File: config.mk
export PLATFORM = sky130hd
export DESIGN_NAME = adex_isi_encoder_flat
export DESIGN_NICKNAME = d
export VERILOG_FILES = /design/src/rtl/adex_isi_encoder_if.sv /design/src/rtl/adex_isi_encoder.sv /design/src/flat_wrapper.sv
export SDC_FILE = /design/constraint.sdc
export NUM_CORES = 1
export LEC_CHECK = 0
export BUFFER_PORTS_ARGS = -buffer_cell sky130_fd_sc_hd__buf_2
export CORE_MARGIN = 2
export CORE_UTILIZATION = 60
export CTS_BUF_LIST = sky130_fd_sc_hd__clkbuf_2 sky130_fd_sc_hd__clkbuf_4 sky130_fd_sc_hd__clkbuf_8
export CTS_CLUSTER_SIZE = 16
export DETAILED_ROUTE_END_ITERATION = 8
export HOLD_SLACK_MARGIN = 0.08
export PLACE_DENSITY = 0.78
export SLEW_MARGIN = 20
export SYNTH_ARGS = -nofsm -noshare
export SYNTH_HDL_FRONTEND = slang
export SYNTH_SLANG_ARGS = --single-unit
File: constraint.sdc
create_clock -name clk -period 3.97 [get_ports clk]
set_clock_uncertainty 0.15 [all_clocks]
set_input_delay 0.5955 -clock clk [delete_from_list [all_inputs] [get_ports clk]]
set_output_delay 0.5955 -clock clk [all_outputs]
set_load 0.02 [all_outputs]
File: src/rtl/adex_isi_encoder_if.sv
// rtl/adex_isi_encoder_if.sv - ISI sample valid/ready byte stream
interface adex_isi_encoder_if #(
    parameter int ISI_W = 8
);
    logic [ISI_W-1:0] isi_data;
    logic             isi_valid;
    logic             isi_ready;

    modport master (output isi_data, output isi_valid, input isi_ready);
    modport slave  (input isi_data, input isi_valid, output isi_ready);
endinterface

File: src/rtl/adex_isi_encoder.sv
// rtl/adex_isi_encoder.sv - inter-spike interval encoder with sample FIFO and spike tally
module adex_isi_encoder #(
    parameter int ISI_W      = 8,
    parameter int FIFO_DEPTH = 4,
    parameter int CNT_W      = 3
) (
    input  logic                 clk,
    input  logic                 rst,
    input  logic                 step_en,
    input  logic                 spike,
    input  logic                 clear,
    adex_isi_encoder_if.master   isi,
    output logic [CNT_W-1:0]     fifo_count,
    output logic                 overflow,
    output logic [7:0]           spike_count
);
    localparam int               AW      = CNT_W - 1;
    localparam logic [ISI_W-1:0] ISI_MAX = '1;

    logic [ISI_W-1:0] mem [FIFO_DEPTH];
    logic [ISI_W-1:0] isi_cnt;
    logic [ISI_W-1:0] isi_cnt_nxt;
    logic [ISI_W-1:0] head_nxt;
    logic             armed;
    logic [CNT_W-1:0] wr_ptr;
    logic [CNT_W-1:0] rd_ptr;
    logic [CNT_W-1:0] wr_nxt;
    logic [CNT_W-1:0] rd_nxt;
    logic [CNT_W-1:0] cnt_nxt;
    logic             push;
    logic             pop;
    logic             full;
    logic             wr_en;
    logic             drop;

    always_comb begin
        push  = spike & armed;
        pop   = isi.isi_valid & isi.isi_ready;
        full  = (fifo_count == CNT_W'(FIFO_DEPTH));
        // A simultaneous pop frees the head slot, so a full FIFO can still accept.
        wr_en = push & (~full | pop);
        drop  = push & full & ~pop;

        wr_nxt  = wr_ptr + CNT_W'(wr_en);
        rd_nxt  = rd_ptr + CNT_W'(pop);
        cnt_nxt = wr_nxt - rd_nxt;

        // Output head is registered, so bypass the sample that lands in the new head slot.
        head_nxt = '0;
        if (cnt_nxt != '0) begin
            if (wr_en && (wr_ptr == rd_nxt))
                head_nxt = isi_cnt;
            else
                head_nxt = mem[rd_nxt[AW-1:0]];
        end

        isi_cnt_nxt = isi_cnt;
        if (spike)
            isi_cnt_nxt = step_en ? ISI_W'(1) : '0;
        else if (step_en && (isi_cnt != ISI_MAX))
            isi_cnt_nxt = isi_cnt + ISI_W'(1);
    end

    always_ff @(posedge clk) begin
        if (!rst && !clear && wr_en)
            mem[wr_ptr[AW-1:0]] <= isi_cnt;
    end

    always_ff @(posedge clk) begin
        if (rst || clear) begin
            isi_cnt       <= '0;
            armed         <= 1'b0;
            wr_ptr        <= '0;
            rd_ptr        <= '0;
            fifo_count    <= '0;
            isi.isi_valid <= 1'b0;
            isi.isi_data  <= '0;
            overflow      <= 1'b0;
            spike_count   <= '0;
        end else begin
            isi_cnt       <= isi_cnt_nxt;
            if (spike)
                armed     <= 1'b1;
            wr_ptr        <= wr_nxt;
            rd_ptr        <= rd_nxt;
            fifo_count    <= cnt_nxt;
            isi.isi_valid <= (cnt_nxt != '0);
            isi.isi_data  <= head_nxt;
            if (drop)
                overflow  <= 1'b1;
            spike_count   <= spike_count + 8'(spike);
        end
    end
endmodule

File: src/flat_wrapper.sv
// flat-port wrapper written by rule: the top's interface ports become plain ports
module adex_isi_encoder_flat 
#(
    parameter int ISI_W      = 8,
    parameter int FIFO_DEPTH = 4,
    parameter int CNT_W      = 3
)
  (clk, rst, step_en, spike, clear, fifo_count, overflow, spike_count, isi_isi_data, isi_isi_valid, isi_isi_ready);
  adex_isi_encoder_if #(.ISI_W(ISI_W)) isi_i ();
  input  logic clk;
  input  logic rst;
  input  logic step_en;
  input  logic spike;
  input  logic clear;
  output logic [CNT_W-1:0] fifo_count;
  output logic overflow;
  output logic [7:0] spike_count;
  output wire logic [$bits(isi_i.isi_data)-1:0] isi_isi_data;
  output wire logic [$bits(isi_i.isi_valid)-1:0] isi_isi_valid;
  input wire logic [$bits(isi_i.isi_ready)-1:0] isi_isi_ready;
  assign isi_isi_data = isi_i.isi_data;
  assign isi_isi_valid = isi_i.isi_valid;
  assign isi_i.isi_ready = isi_isi_ready;
  adex_isi_encoder #(.ISI_W(ISI_W), .FIFO_DEPTH(FIFO_DEPTH), .CNT_W(CNT_W)) u_core (.clk(clk), .rst(rst), .step_en(step_en), .spike(spike), .clear(clear), .isi(isi_i), .fifo_count(fifo_count), .overflow(overflow), .spike_count(spike_count));
endmodule
# After elaboration in Yosys (flattened, before gate mapping)
# Memory sizes are Yosys's and may differ from the RTL's.
# Index checks and enable logic that the tools add are counted.
dict set report word_totals {
  ff_bits 36
  latch_bits 0
  ram_bits 32
  mem_bits_ro 0
  elab_cells 43
  n_memories 1
}
# memory words width rd rd_ports_with_merged_regs wr line
set mem_list {}
lappend mem_list {u_core.mem 4 8 1 0 1 adex_isi_encoder.sv:20} ;# logic [ISI_W-1:0] mem [FIFO_DEPTH];
dict set report classes {
  add_sub_neg 5
  n_mul 0
  div_mod_pow 0
  magnitude_cmp 0
  eq_ne 3
  shift 0
  muxes 6
  bitwise 9
  reduce_logical 10
}
# cell n
set op_table {}
lappend op_table {{$mux 8} 3}
lappend op_table {{$add 8x1->8} 1}
lappend op_table {{$add 8x1->8 const B} 1}
lappend op_table {{$ne 8x8->1 const B} 1}
lappend op_table {{$add 3x1->3} 2}
lappend op_table {{$and 1x1->1} 5}
lappend op_table {{$logic_and 1x1->1} 4}
lappend op_table {{$eq 3x3->1} 1}
lappend op_table {{$eq 3x3->1 const B} 1}
lappend op_table {{$mux 1} 3}
lappend op_table {{$not 1->1} 3}
lappend op_table {{$reduce_bool 3->1} 1}
lappend op_table {{$sub 3x3->3} 1}
lappend op_table {{$logic_not 1->1} 2}
lappend op_table {{$reduce_bool 2->1} 1}
lappend op_table {{$reduce_or 2->1} 1}
lappend op_table {{$logic_or 1x1->1} 1}
lappend op_table {{$or 1x1->1} 1}

# Depth between registers and ports, before layout
# Gate-level depths: netlist of the first run.
dict set report depth {
  ltp_word 9
  ltp_mapped 12
  mapped_depth_nobuf 10
}

# Worst setup path before layout of the first run
# No wires, ideal clock.
dict set report synth_path {
  kind {input to register}
  from {input isi_isi_ready}
  to {register u_core.isi.isi_data[0]}
  setup_time_ps 66
  t_arrival_ps 2970
  setup_slack_ps 784
  cell_stages 12
  path_buffers 2
  cell_sequence {a211oi_1 -> a21o_1 -> inv_1 -> buf_2 -> ha_1 -> ha_1 -> inv_1 -> fa_1 -> xnor3_1 -> a31o_1 -> buf_6 -> a21oi_2}
}
dict set report synth_between {
  elab_chain_len 8
}
# item line
set synth_lines {}
lappend synth_lines {{start, declared} flat_wrapper.sv:20} ;# input wire logic [$bits(isi_i.isi_ready)-1:0] isi_isi_ready;
lappend synth_lines {{$and 1x1->1} adex_isi_encoder.sv:38} ;# pop = isi.isi_valid & isi.isi_ready;
lappend synth_lines {{$or 1x1->1} adex_isi_encoder.sv:41} ;# wr_en = push & (~full | pop);
lappend synth_lines {{$and 1x1->1} adex_isi_encoder.sv:41}
lappend synth_lines {{$add 3x1->3} adex_isi_encoder.sv:44} ;# wr_nxt = wr_ptr + CNT_W'(wr_en);
lappend synth_lines {{net u_core.wr_nxt[1]} adex_isi_encoder.sv:27} ;# logic [CNT_W-1:0] wr_nxt;
lappend synth_lines {{$sub 3x3->3} adex_isi_encoder.sv:46} ;# cnt_nxt = wr_nxt - rd_nxt;
lappend synth_lines {{$reduce_bool 3->1} adex_isi_encoder.sv:50} ;# if (cnt_nxt != '0) begin
lappend synth_lines {{$not 1->1 (no source line)} -}
lappend synth_lines {{$reduce_or 2->1 (no source line)} -}
lappend synth_lines {{end signal, assigned} adex_isi_encoder.sv:88} ;# isi.isi_data <= head_nxt;
lappend synth_lines {{end, declared} adex_isi_encoder_if.sv:9} ;# modport master (output isi_data, output isi_valid, input isi_ready);
# The timed path passes the listed nets, and every way through them passes these cells.
# A chain may end at the register's enable or synchronous reset.

# Worst setup path in the final report of the first run
dict set report layout_path {
  from {register u_core.isi.isi_valid}
  to {register u_core.isi.isi_data[5]}
}
dict set report layout_between {
  elab_chain_len 8
}
# item line
set layout_lines {}
lappend layout_lines {{start, declared} adex_isi_encoder_if.sv:9}
lappend layout_lines {{start signal, assigned} adex_isi_encoder.sv:87} ;# isi.isi_valid <= (cnt_nxt != '0);
lappend layout_lines {{$and 1x1->1} adex_isi_encoder.sv:38}
lappend layout_lines {{$or 1x1->1} adex_isi_encoder.sv:41}
lappend layout_lines {{$and 1x1->1} adex_isi_encoder.sv:41}
lappend layout_lines {{$add 3x1->3} adex_isi_encoder.sv:44}
lappend layout_lines {{net u_core.wr_nxt[1]} adex_isi_encoder.sv:27}
lappend layout_lines {{$sub 3x3->3} adex_isi_encoder.sv:46}
lappend layout_lines {{$reduce_bool 3->1} adex_isi_encoder.sv:50}
lappend layout_lines {{$not 1->1 (no source line)} -}
lappend layout_lines {{$reduce_or 2->1 (no source line)} -}
# The timed path passes the listed nets, and every way through them passes these cells.

==> results of run 1 <==
[power by group through the flow]
stage,logic (uW),registers (uW),clock network [uW]
after global placement,37.6,751,0
final,38.2,735,650
after global routing,42.5,735,687
after CTS,38.4,735,659
after floorplan,24.5,753,0
after detailed placement,38.1,751,0
[kinds of logic after synthesis]
logic type | count (synthesis)
muxes | 11
and+or+nand+nor | 65
DFF | 68
AOI/OAI and AO/OA | 32
adders and majority gates | 9
xor gates and xnor gates | 12
buffers and inverters | 15
[stage by stage]
| step | cell area [um^2] | hold slack [ps] |
|---|---|---|
| finish | 3180 | 322 |
| global route | 3180 | 393 |
| CTS | 3180 | 326 |
| detailed placement | 2950 | 309 |
| global placement | 2950 | 308 |
| floorplan | 2760 | 308 |
[how the worst min path moves through the flow]
stage	cells past startpoint	to	slack, ps
floorplan	2	u_core.armed$_SDFFE_PP0P_	310
global placement	2	u_core.overflow$_SDFFE_PP0P_	310
detailed placement	2	u_core.overflow$_SDFFE_PP0P_	310
CTS	2	u_core.overflow$_SDFFE_PP0P_	330
global route	2	u_core.spike_count[7]$_SDFF_PP0_	390
finish	2	u_core.overflow$_SDFFE_PP0P_	320
[metal layers]
layer  global-route usage  share of wire  wire [um]  up-vias
met5                    0              0          0        -
met4               0.0734          0.011         54        0
met3               0.0661          0.053        255        9
met2                0.290           0.45       2170       45
met1                0.297           0.48       2290      834
li1                     -              -          -      840
[registers in the layout, summed over array words and instances (netlist names), 3 cells and up]
signal / count
u_core.wr_ptr: 3
u_core.spike_count: 8
u_core.mem: 32
u_core.isi.isi_data: 8
u_core.fifo_count: 3
u_core.rd_ptr: 3
u_core.isi_cnt: 8
[synthesized netlist by cell type, types with 2 or more instances]
library cell	count	area (um^2)
o21ai_0	12	60.1
edfxtp_1	32	961
a21oi_2	8	70.1
a21oi_1	3	15.0
nand3_1	17	85.1
clkbuf_1	3	11.3
nor3b_1	2	15.0
and3_1	3	18.8
inv_1	8	30.0
buf_2	3	15.0
dfxtp_1	36	721
nand2_1	5	18.8
nor2_1	22	82.6
xor2_1	4	35.0
xnor3_1	2	45.0
and2_1	5	31.3
nor3_1	5	25.0
mux2i_1	3	30.0
mux4_2	8	180
nand4_1	2	12.5
a211oi_1	2	15.0
or3_1	2	12.5
xnor2_1	5	43.8
ha_1	8	100
[worst max-delay path: stages (launching register included)]
cell and delay [ps]:
dfxtp_1 330, a211oi_1 350, a21o_1 310, inv_1 210, ha_1 230, ha_1 270
inv_1 60, fa_1 380, xnor3_1 390, a31o_1 450, a21oi_2 60
[area by class of cell]
type | count | area (um^2) | share of cell area
clock inverter | 4 | 70.1 | 0.0220
clock buffer | 12 | 165 | 0.0519
multi-input combinational | 129 | 1010 | 0.318
sequential | 68 | 1680 | 0.528
timing repair buffer | 30 | 160 | 0.0503
tap | 52 | 65.1 | 0.0204
inverter | 8 | 30.0 | 0.00943
==> summary.txt, run 1 <==
Outcome
  – Status: finished clean

Yosys
  – Largest family of logic cells by synthesized area: simple AND/OR/NAND/NOR gates
  – Number of synthesized flops with an enable pin: 32
  – Mux contribution to synthesized area: 0.0762
  – Post-Synth XOR/XNOR Area: 0.0508
  – Mapped Cells: around 210
  – Count of cell types in the netlist: 36
  – Sequential fraction of the synthesis area: 0.609
  – Adder-cell share of the synthesized area: 0.0435
  – Asr flop ratio synth: 0
  – Synth Area in Compound Gates: 0.0811
  – Simple-gate area share of the yosys netlist: 0.115
  – Post-synthesis cell area: 2760 um^2
  – Ys Warns: 0
  – Syn_nets: about 230
  – Syn Area/Cell: between 10 and 15 um^2
  – Top_reg_cell synth: dfxtp_1
  – Yosys reg bits: between 60 and 70

Floorplanning
  – Die Y-Extent: 71.8 um
  – # IOs: 27
  – Initial core utilization: 0.630
  – Die width: between 70 and 80 um
  – Full die area: between 5000 and 6000 um^2
  – Row count: 24
  – Core area: 4380 um^2

CTS
  – CTS resizes: 0
  – Root Buffer: clkbuf_8
  – Clk pin slew, worst setup/hold paths: around 70 ps
  – Worst-Skew Late Latency: about 340 ps
  – H-tree levels: 3
  – Sinks on the clock net: 68
  – Post-CTS Setup Repair Bufs: 0
  – # hold bufs at CTS: 0
  – CTS tree: yes
  – CTS buffer count: 9
  – Clock tree buffer depth: 2

GRT
  – Initial antenna violation count: 0
  – Pin count of the biggest net entering global routing: 18
  – Total GRT Usage: 0.204
  – Vias in the first global route: 1635
  – First-pass GRT wire length: 7770 um
  – Grt total ovfl: 0

Layout
  – Nets: between 200 and 300
  – Layout filler cell count: slightly above 300
  – Commonest non-fill, non-tap cells in the layout: dfxtp_1 (36), edfxtp_1 (32), buf_2 (26)
  – Area grow syn2layout: 15.3%
  – Core Util, Final: 0.726
  – Share of layout cells above drive strength 1: 0.263
  – Post-Layout Cell Count: around 300
  – Most common cell after layout, fill and taps aside: dfxtp_1
  – Diodes inserted: 0

Drt
  – Remaining DRCs: 0
  – Avg Vias per Cell: about 5.7
  – Initial DRC Count: 130
  – Routed Antenna Nets: 0
  – Total via count in the routed design: between 1.5k and 2k
  – Post-Route WL: 4770 um
  – Pre-Repair DR Iteration Count: 4
  – Detailed-route wire length per cell: about 16 um

Worst setup path
  – FF-to-FF End: u_core.isi.isi_data[5]$_SDFF_PP0_
  – Req. time, crit path: 4020 ps
  – R2r setup slk: 650 ps
  – Worst R2R Path Depth: 10
  – Worst setup startpoint: u_core.isi.isi_valid$_SDFF_PP0_
  – Worst-path maximum fanout: 11
  – CP startpoint kind: flip-flop
  – Critical Path End Type: flip-flop
  – Arrival @ worst endpoint: roughly 3400 ps
  – Reg-to-reg startpoint: u_core.isi.isi_valid$_SDFF_PP0_
  – CP endpoint: u_core.isi.isi_data[5]$_SDFF_PP0_
  – Crit Path Class: flip-flop to flip-flop

Power
  – Pwr/cell area: between 400 and 500 nW/um^2
  – Worst vdd ir: 0.275 mV
  – Combinational Power Share: 0.027
  – Pleak: approximately 0.0012 uW
  – Internal cell power: 1150 uW
  – Sw frac: 0.193
  – Pwr Total: roughly 1400 uW
  – Clock group share of total power: 0.457
  – Register share of total power: 0.517
  – NetSw: 274 uW

Placement
  – Post-detail-place hpwl: ~3200 um
  – Gpl congestion: 0.790
  – Post-place setup slack: ~360 ps
  – Port Buffer Count: 26
  – Placed Instances: around 290

STA
  – FMAX: slightly above 300 MHz
  – Setup TNS: 0 ps
  – Max Slew Vio Count: 0
  – Tmin final: around 3300 ps
  – Period utilisation layout: 0.835
  – Slew Limit Headroom: 0.664
  – Final WS setup: about 650 ps
  – Hold Fails Final Rpt: 0
  – RSZ-0062 raised after global routing: false
  – Setup violations, final: 0
  – Worst slew pin tran: 505 ps

Min path
  – Worst hold path type: flip-flop to flip-flop
  – Hold Path Origin: u_core.overflow$_SDFFE_PP0P_

Flow run
  – Max Cap Viol: 0
Power figures use the tool's default switching activity.
==> run 2: changes to the inputs <==
CORE_UTILIZATION = 55   (was 60)
PLACE_DENSITY = 0.75   (was 0.78)
clock period = 2.67 ns   (was 3.97 ns; I/O delays follow)
==> run 2 against run 1 <==
  * Wire length rose by 7.9%
  * Clock-buffer cell count fell by 1
  * Die area rose by 8.6%
  * Largest cell class unchanged
  * Largest power group unchanged
==> summary.txt, run 2 (synthesis gave the netlist of run 1 again) <==
Outcome
  – Status: finished clean (unchanged)

STA
  – Tmin final: 2600 ps (was 3320 ps)
  – Worst slew pin tran: 510 ps (was 505 ps)
  – Period utilisation layout: 0.975 (was 0.835)
  – FMAX: 384 MHz (was 302 MHz)
  – Setup violations, final: 0 (unchanged)
  – Setup TNS: 0 ps (unchanged)
  – Max Slew Vio Count: 0 (unchanged)
  – Final WS setup: 66.0 ps (was 654 ps)
  – Slew Limit Headroom: 0.659 (was 0.664)
  – Hold_ws: 220 ps (was 322 ps)
  – Hold Fails Final Rpt: 0 (unchanged)

CTS
  – Sinks on the clock net: 68 (unchanged)
  – Clk pin slew, worst setup/hold paths: 70 ps (about the same)
  – CTS tree: yes (unchanged)
  – Worst-Skew Late Latency: 350 ps (was 340 ps)
  – CTS buffer count: 9 (unchanged)
  – Root Buffer: clkbuf_8 (unchanged)
  – Clock tree buffer depth: 2 (unchanged)
  – H-tree levels: 3 (unchanged)

Floorplanning
  – Die Y-Extent: 74.8 um (was 71.8 um)
  – Core area: 4790 um^2 (was 4380 um^2)
  – Full die area: 5600 um^2 (was 5160 um^2)
  – # IOs: 27 (unchanged)
  – Row count: 25 (was 24)
  – Die width: 74.8 um (was 71.8 um)
  – Initial core utilization: 0.577 (was 0.630)

Layout
  – Sequential Area: 1680 um^2 (about the same)
  – Commonest non-fill, non-tap cells in the layout: dfxtp_1 (35), edfxtp_1 (32), buf_2 (26) (was dfxtp_1 (36), edfxtp_1 (32), buf_2 (26))
  – Max reg flops: 32 (unchanged)
  – Area grow syn2layout: 20.0% (was 15.3%)
  – Area of the multi-input gates: 1040 um^2 (was 1010 um^2)
  – Nets: 270 (was 261)
  – Core Util, Final: 0.692 (was 0.726)
  – Most common cell after layout, fill and taps aside: dfxtp_1 (unchanged)
  – Share of layout cells above drive strength 1: 0.315 (was 0.263)
  – Diodes inserted: 0 (unchanged)
  – Layout filler cell count: 353 (was 309)

Worst setup path
  – Crit path top cell by count: inv_2
  – Slowest-stage cell, CP: fa_2 (was a31o_1)
  – Req. time, crit path: 2800 ps (was 4020 ps)
  – Critical Path End Type: flip-flop (unchanged)
  – CP startpoint kind: flip-flop (unchanged)
  – Arrival @ worst endpoint: 2740 ps (was 3370 ps)
  – CP max stage delay: 360 ps (was 450 ps)
  – Crit-path cells: a211oi_2, a21o_1, inv_2, ha_4, inv_2, ha_2, fa_2, xnor3_1, a31o_4, clkbuf_16, a21oi_2 (was a211oi_1, a21o_1, inv_1, ha_1, ha_1, inv_1, fa_1, xnor3_1, a31o_1, a21oi_2)
  – Crit Path Class: flip-flop to flip-flop (unchanged)
  – Worst-path maximum fanout: 4 (was 11)

GRT
  – Vias in the first global route: 1693 (was 1635)
  – First-pass GRT wire length: 8110 um (was 7770 um)
  – Grt total ovfl: 0 (unchanged)
  – Pin count of the biggest net entering global routing: 18 (unchanged)
  – Initial antenna violation count: 0 (unchanged)
  – Total GRT Usage: 0.206 (was 0.204)

Drt
  – Detailed-route wire length per cell: 15.7 um (was 15.8 um)
  – Avg Vias per Cell: 5.41 (was 5.70)
  – Post-Route WL: 5150 um (was 4770 um)
  – Remaining DRCs: 0 (unchanged)
  – Initial DRC Count: 96 (was 130)
  – Routed Antenna Nets: 0 (unchanged)
  – Pre-Repair DR Iteration Count: 6 (was 4)
  – Total via count in the routed design: 1768 (was 1728)

Flow run
  – Max Cap Viol: 0 (unchanged)

Power
  – Pwr/cell area: 629 nW/um^2 (was 447 nW/um^2)
  – Pleak: 0.00124 uW (was 0.00120 uW)
  – Worst vdd ir: 0.325 mV (was 0.275 mV)

Placement
  – Post-place setup slack: -58.8 ps (was 364 ps)
  – Post-detail-place hpwl: 3510 um (was 3250 um)
  – Gpl congestion: 0.771 (was 0.790)
  – Port Buffer Count: 26 (unchanged)

Min path
  – Worst hold path type: input pin to flip-flop (was flip-flop to flip-flop)
==> run 2: cell types whose count changed in the layout (fill, tap and decap cells not counted), moves of 2 or more <==
cell	delta
buf_4	+7
clkbuf_8	-3
inv_1	-3
inv_2	+3
clkbuf_4	+2
clkinv_1	+2
clkinv_2	-2
ha_1	-2
==> run 2: area by class of cell <==
class / count / share of cell area
sequential: 68 / 0.508
tap: 67 / 0.0253
clock inverter: 5 / 0.0230
timing repair buffer: 39 / 0.0778
inverter: 8 / 0.00907
multi-input combinational: 129 / 0.315
clock buffer: 11 / 0.0419
==> run 2: power by group <==
part	internal, uW	switching (uW)
Sequential	1090	5.22
Clock	542	377
Combinational	30.9	40.4
Total	1660	422
==> run 2: per-layer routing <==
layer | up-vias | wire [um] | global-route usage
li1 | 864 | - | -
met1 | 851 | 2360 | 0.265
met2 | 39 | 2430 | 0.321
met3 | 14 | 200 | 0.0361
met4 | 0 | 162 | 0.135
met5 | - | 0 | 0
==> run 2: timing repair <==
item                                    CTS  global route
endpoints found under the setup margin    0             2
endpoints found under the hold margin     0             0
setup buffers                             0             2
resized for setup                         0             7
hold buffers                              0             0
==> run 2: metrics by stage <==
step / power (uW) / instances / area [um^2]
floorplan: 1160 / 212 / 2770
global placement: 1180 / 308 / 3030
detailed placement: 1180 / 308 / 3030
CTS: 2080 / 324 / 3250
global route: 2130 / 327 / 3310
finish: 2080 / 327 / 3310
==> run 2: path summary, 6_finish.rpt <==
| check | startpoint | end | slack, ps | cells past startpoint |
|---|---|---|---|---|
| max | u_core.isi.isi_valid$_SDFF_PP0_ | u_core.isi.isi_data[3]$_SDFF_PP0_ | 70 | 11 |
| min | spike | u_core.armed$_SDFFE_PP0P_ | 220 | 3 |
| max reg2reg | u_core.isi.isi_valid$_SDFF_PP0_ | u_core.isi.isi_data[3]$_SDFF_PP0_ | 70 | 11 |
| min reg2reg | u_core.overflow$_SDFFE_PP0P_ | u_core.overflow$_SDFFE_PP0P_ | 360 | 2 |
==> run 2: worst max-delay path: cells and delay by family, from the launching register on <==
family	cells	cell delay [ps]
adder cells (fa/ha/maj)	3	790
buffers and inverters	3	240
XOR/XNOR	1	230
flip-flops	1	330
AO/OA/AOI/OAI	4	810
==> run 3: changes to the inputs <==
CORE_ASPECT_RATIO = 1.75   (was not set)
CORE_MARGIN = not set   (was 2)
==> run 3 against run 2 <==
  * Die area down 5.1%
  * Clock power down 11%
  * Sequential cell count unchanged
  * Via count down 1.1%
==> summary.txt, run 3 (synthesis gave the netlist of run 1 again) <==
Drt
  – Avg Vias per Cell: 5.64 (was 5.41)
  – Total via count in the routed design: 1748 (was 1768)
  – Routed Antenna Nets: 0 (unchanged)
  – Pre-Repair DR Iteration Count: 4 (was 6)
  – Initial DRC Count: 67 (was 96)
  – Post-Route WL: 4990 um (was 5150 um)
  – Detailed-route wire length per cell: 16.1 um (was 15.7 um)
  – Remaining DRCs: 0 (unchanged)

Layout
  – Commonest non-fill, non-tap cells in the layout: dfxtp_1 (36), edfxtp_1 (32), buf_2 (26) (was dfxtp_1 (35), edfxtp_1 (32), buf_2 (26))
  – Design Area, Final: 3210 um^2 (was 3310 um^2)
  – Most common cell after layout, fill and taps aside: dfxtp_1 (unchanged)
  – Post-Layout Cell Count: 310 (was 327)
  – Area grow syn2layout: 16.1% (was 20.0%)
  – Max reg flops: 32 (unchanged)
  – Core Util, Final: 0.675 (was 0.692)
  – Sequential Area: 1680 um^2 (about the same)
  – Diodes inserted: 0 (unchanged)
  – Layout filler cell count: 331 (was 353)
  – Area of the multi-input gates: 1020 um^2 (was 1040 um^2)
  – Share of layout cells above drive strength 1: 0.287 (was 0.315)
  – Nets: 268 (was 270)

CTS
  – Clock tree buffer depth: 2 (unchanged)
  – CTS buffer count: 9 (unchanged)
  – Clk pin slew, worst setup/hold paths: 60 ps (was 70 ps)
  – Sinks on the clock net: 68 (unchanged)
  – Root Buffer: clkbuf_8 (unchanged)
  – CTS tree: yes (unchanged)
  – CTS resizes: 0 (unchanged)
  – # hold bufs at CTS: 0 (unchanged)
  – Worst-Skew Late Latency: 330 ps (was 350 ps)
  – Post-CTS Setup Repair Bufs: 0 (unchanged)
  – H-tree levels: 3 (unchanged)

Placement
  – Port Buffer Count: 26 (unchanged)
  – Placed Instances: 294 (was 308)
  – Post-detail-place hpwl: 3680 um (was 3510 um)
  – Gpl congestion: 0.806 (was 0.771)
  – Cell Area, Placed: 3010 um^2 (was 3030 um^2)

Worst setup path
  – Worst R2R Path Depth: 11 (unchanged)
  – R2r setup slk: 160 ps (was 70 ps)
  – CP max stage delay: 350 ps (was 360 ps)
  – Arrival @ worst endpoint: 2620 ps (was 2740 ps)
  – Buf/Inv on CP: 3 (unchanged)
  – CP startpoint kind: flip-flop (unchanged)
  – Crit-path cells: a211oi_2, a21o_1, inv_2, ha_1, ha_1, inv_1, fa_2, xnor3_1, a31o_1, buf_4, a21oi_2 (was a211oi_2, a21o_1, inv_2, ha_4, inv_2, ha_2, fa_2, xnor3_1, a31o_4, clkbuf_16, a21oi_2)
  – Slowest-stage cell, CP: fa_2 (unchanged)
  – FF-to-FF End: u_core.isi.isi_data[3]$_SDFF_PP0_ (unchanged)
  – Critical Path End Type: flip-flop (unchanged)
  – Crit path top cell by count: ha_1 (was inv_2)
  – Worst-path maximum fanout: 4 (unchanged)
  – Reg-to-reg startpoint: u_core.fifo_count[1]$_SDFF_PP0_ (was u_core.isi.isi_valid$_SDFF_PP0_)
  – Crit Path Class: flip-flop to flip-flop (unchanged)
  – CP top delay family: adder cells (was compound AO/OA/AOI/OAI gates)
  – Req. time, crit path: 2780 ps (was 2800 ps)

GRT
  – First-pass GRT wire length: 8270 um (was 8110 um)
  – Initial antenna violation count: 0 (unchanged)
  – Vias in the first global route: 1815 (was 1693)
  – Grt total ovfl: 0 (unchanged)
  – Total GRT Usage: 0.214 (was 0.206)
  – Pin count of the biggest net entering global routing: 18 (unchanged)

Outcome
  – Status: finished clean (unchanged)

Min path
  – Worst hold path type: input pin to flip-flop (unchanged)
  – Worst hold stages: 3 (unchanged)
  – Hold Path Origin: spike (unchanged)
  – Worst Hold End: u_core.armed$_SDFFE_PP0P_ (unchanged)

Power
  – Pleak: 0.00121 uW (was 0.00124 uW)
  – Pwr/cell area: 616 nW/um^2 (was 629 nW/um^2)
  – Worst vdd ir: 0.779 mV (was 0.325 mV)
  – Pwr Total: 1970 uW (was 2080 uW)

STA
  – Setup violations, final: 0 (unchanged)
  – Hold Fails Final Rpt: 0 (unchanged)
  – RSZ-0062 raised after global routing: false
  – Worst slew pin tran: 443 ps (was 510 ps)
  – Slew Limit Headroom: 0.703 (was 0.659)
  – Period utilisation layout: 0.939 (was 0.975)
  – FMAX: 399 MHz (was 384 MHz)
  – Max Slew Vio Count: 0 (unchanged)
  – Tmin final: 2510 ps (was 2600 ps)

Flow run
  – Max Cap Viol: 0 (unchanged)

Floorplanning
  – Die Y-Extent: 95.7 um (was 74.8 um)
  – Full die area: 5320 um^2 (was 5600 um^2)
  – Die width: 55.6 um (was 74.8 um)
  – Row count: 33 (was 25)
  – Initial core utilization: 0.581 (was 0.577)
  – Core area: 4750 um^2 (was 4790 um^2)
  – # IOs: 27 (unchanged)
==> run 3: metrics by stage <==
step	TNS [ps]	setup slack (ps)	hold WS, ps
floorplan	0	0.588	308
global placement	0	41.6	298
detailed placement	-86.9	-21.3	329
CTS	0	151	219
global route	0	59.2	230
finish	0	163	219
==> run 3: final cells by class <==
type,count,area share
flip-flops and latches,68,0.525
multi-input cells,129,0.318
repair buffers,37,0.0664
clock buffers,13,0.0500
well taps,52,0.0203
clock inverters,3,0.0117
inverters,8,0.00937
==> run 3: worst max-delay path by stage <==
stage / start / endpoint / cells after the start
2_1_floorplan: isi_isi_ready / u_core.isi.isi_data[0]$_SDFF_PP0_ / 12
6_report: u_core.fifo_count[1]$_SDFF_PP0_ / u_core.isi.isi_data[3]$_SDFF_PP0_ / 11
3_3_place_gp: isi_isi_ready / u_core.isi.isi_data[4]$_SDFF_PP0_ / 12
5_1_grt: u_core.fifo_count[1]$_SDFF_PP0_ / u_core.isi.isi_data[4]$_SDFF_PP0_ / 11
4_1_cts: u_core.fifo_count[1]$_SDFF_PP0_ / u_core.isi.isi_data[3]$_SDFF_PP0_ / 11
3_5_place_dp: isi_isi_ready / u_core.isi.isi_data[3]$_SDFF_PP0_ / 12
==> run 3: routing by layer <==
| layer | vias up | part of all wire | global-route usage |
|---|---|---|---|
| li1 | 863 | - | - |
| met1 | 842 | 0.39 | 0.207 |
| met2 | 31 | 0.56 | 0.408 |
| met3 | 12 | 0.025 | 0.0524 |
| met4 | 0 | 0.025 | 0.123 |
| met5 | - | 0 | 0 |
==> run 3: worst min-delay path, stage by stage <==
cell and delay, ps:
buf_2 140, nor2_1 50, nor2_1 70
==> run 3: report_power, final <==
group | switching, uW | internal, uW
registers | 5.65 | 1090
logic | 39.1 | 25.3
clock network | 333 | 482
total | 378 | 1600
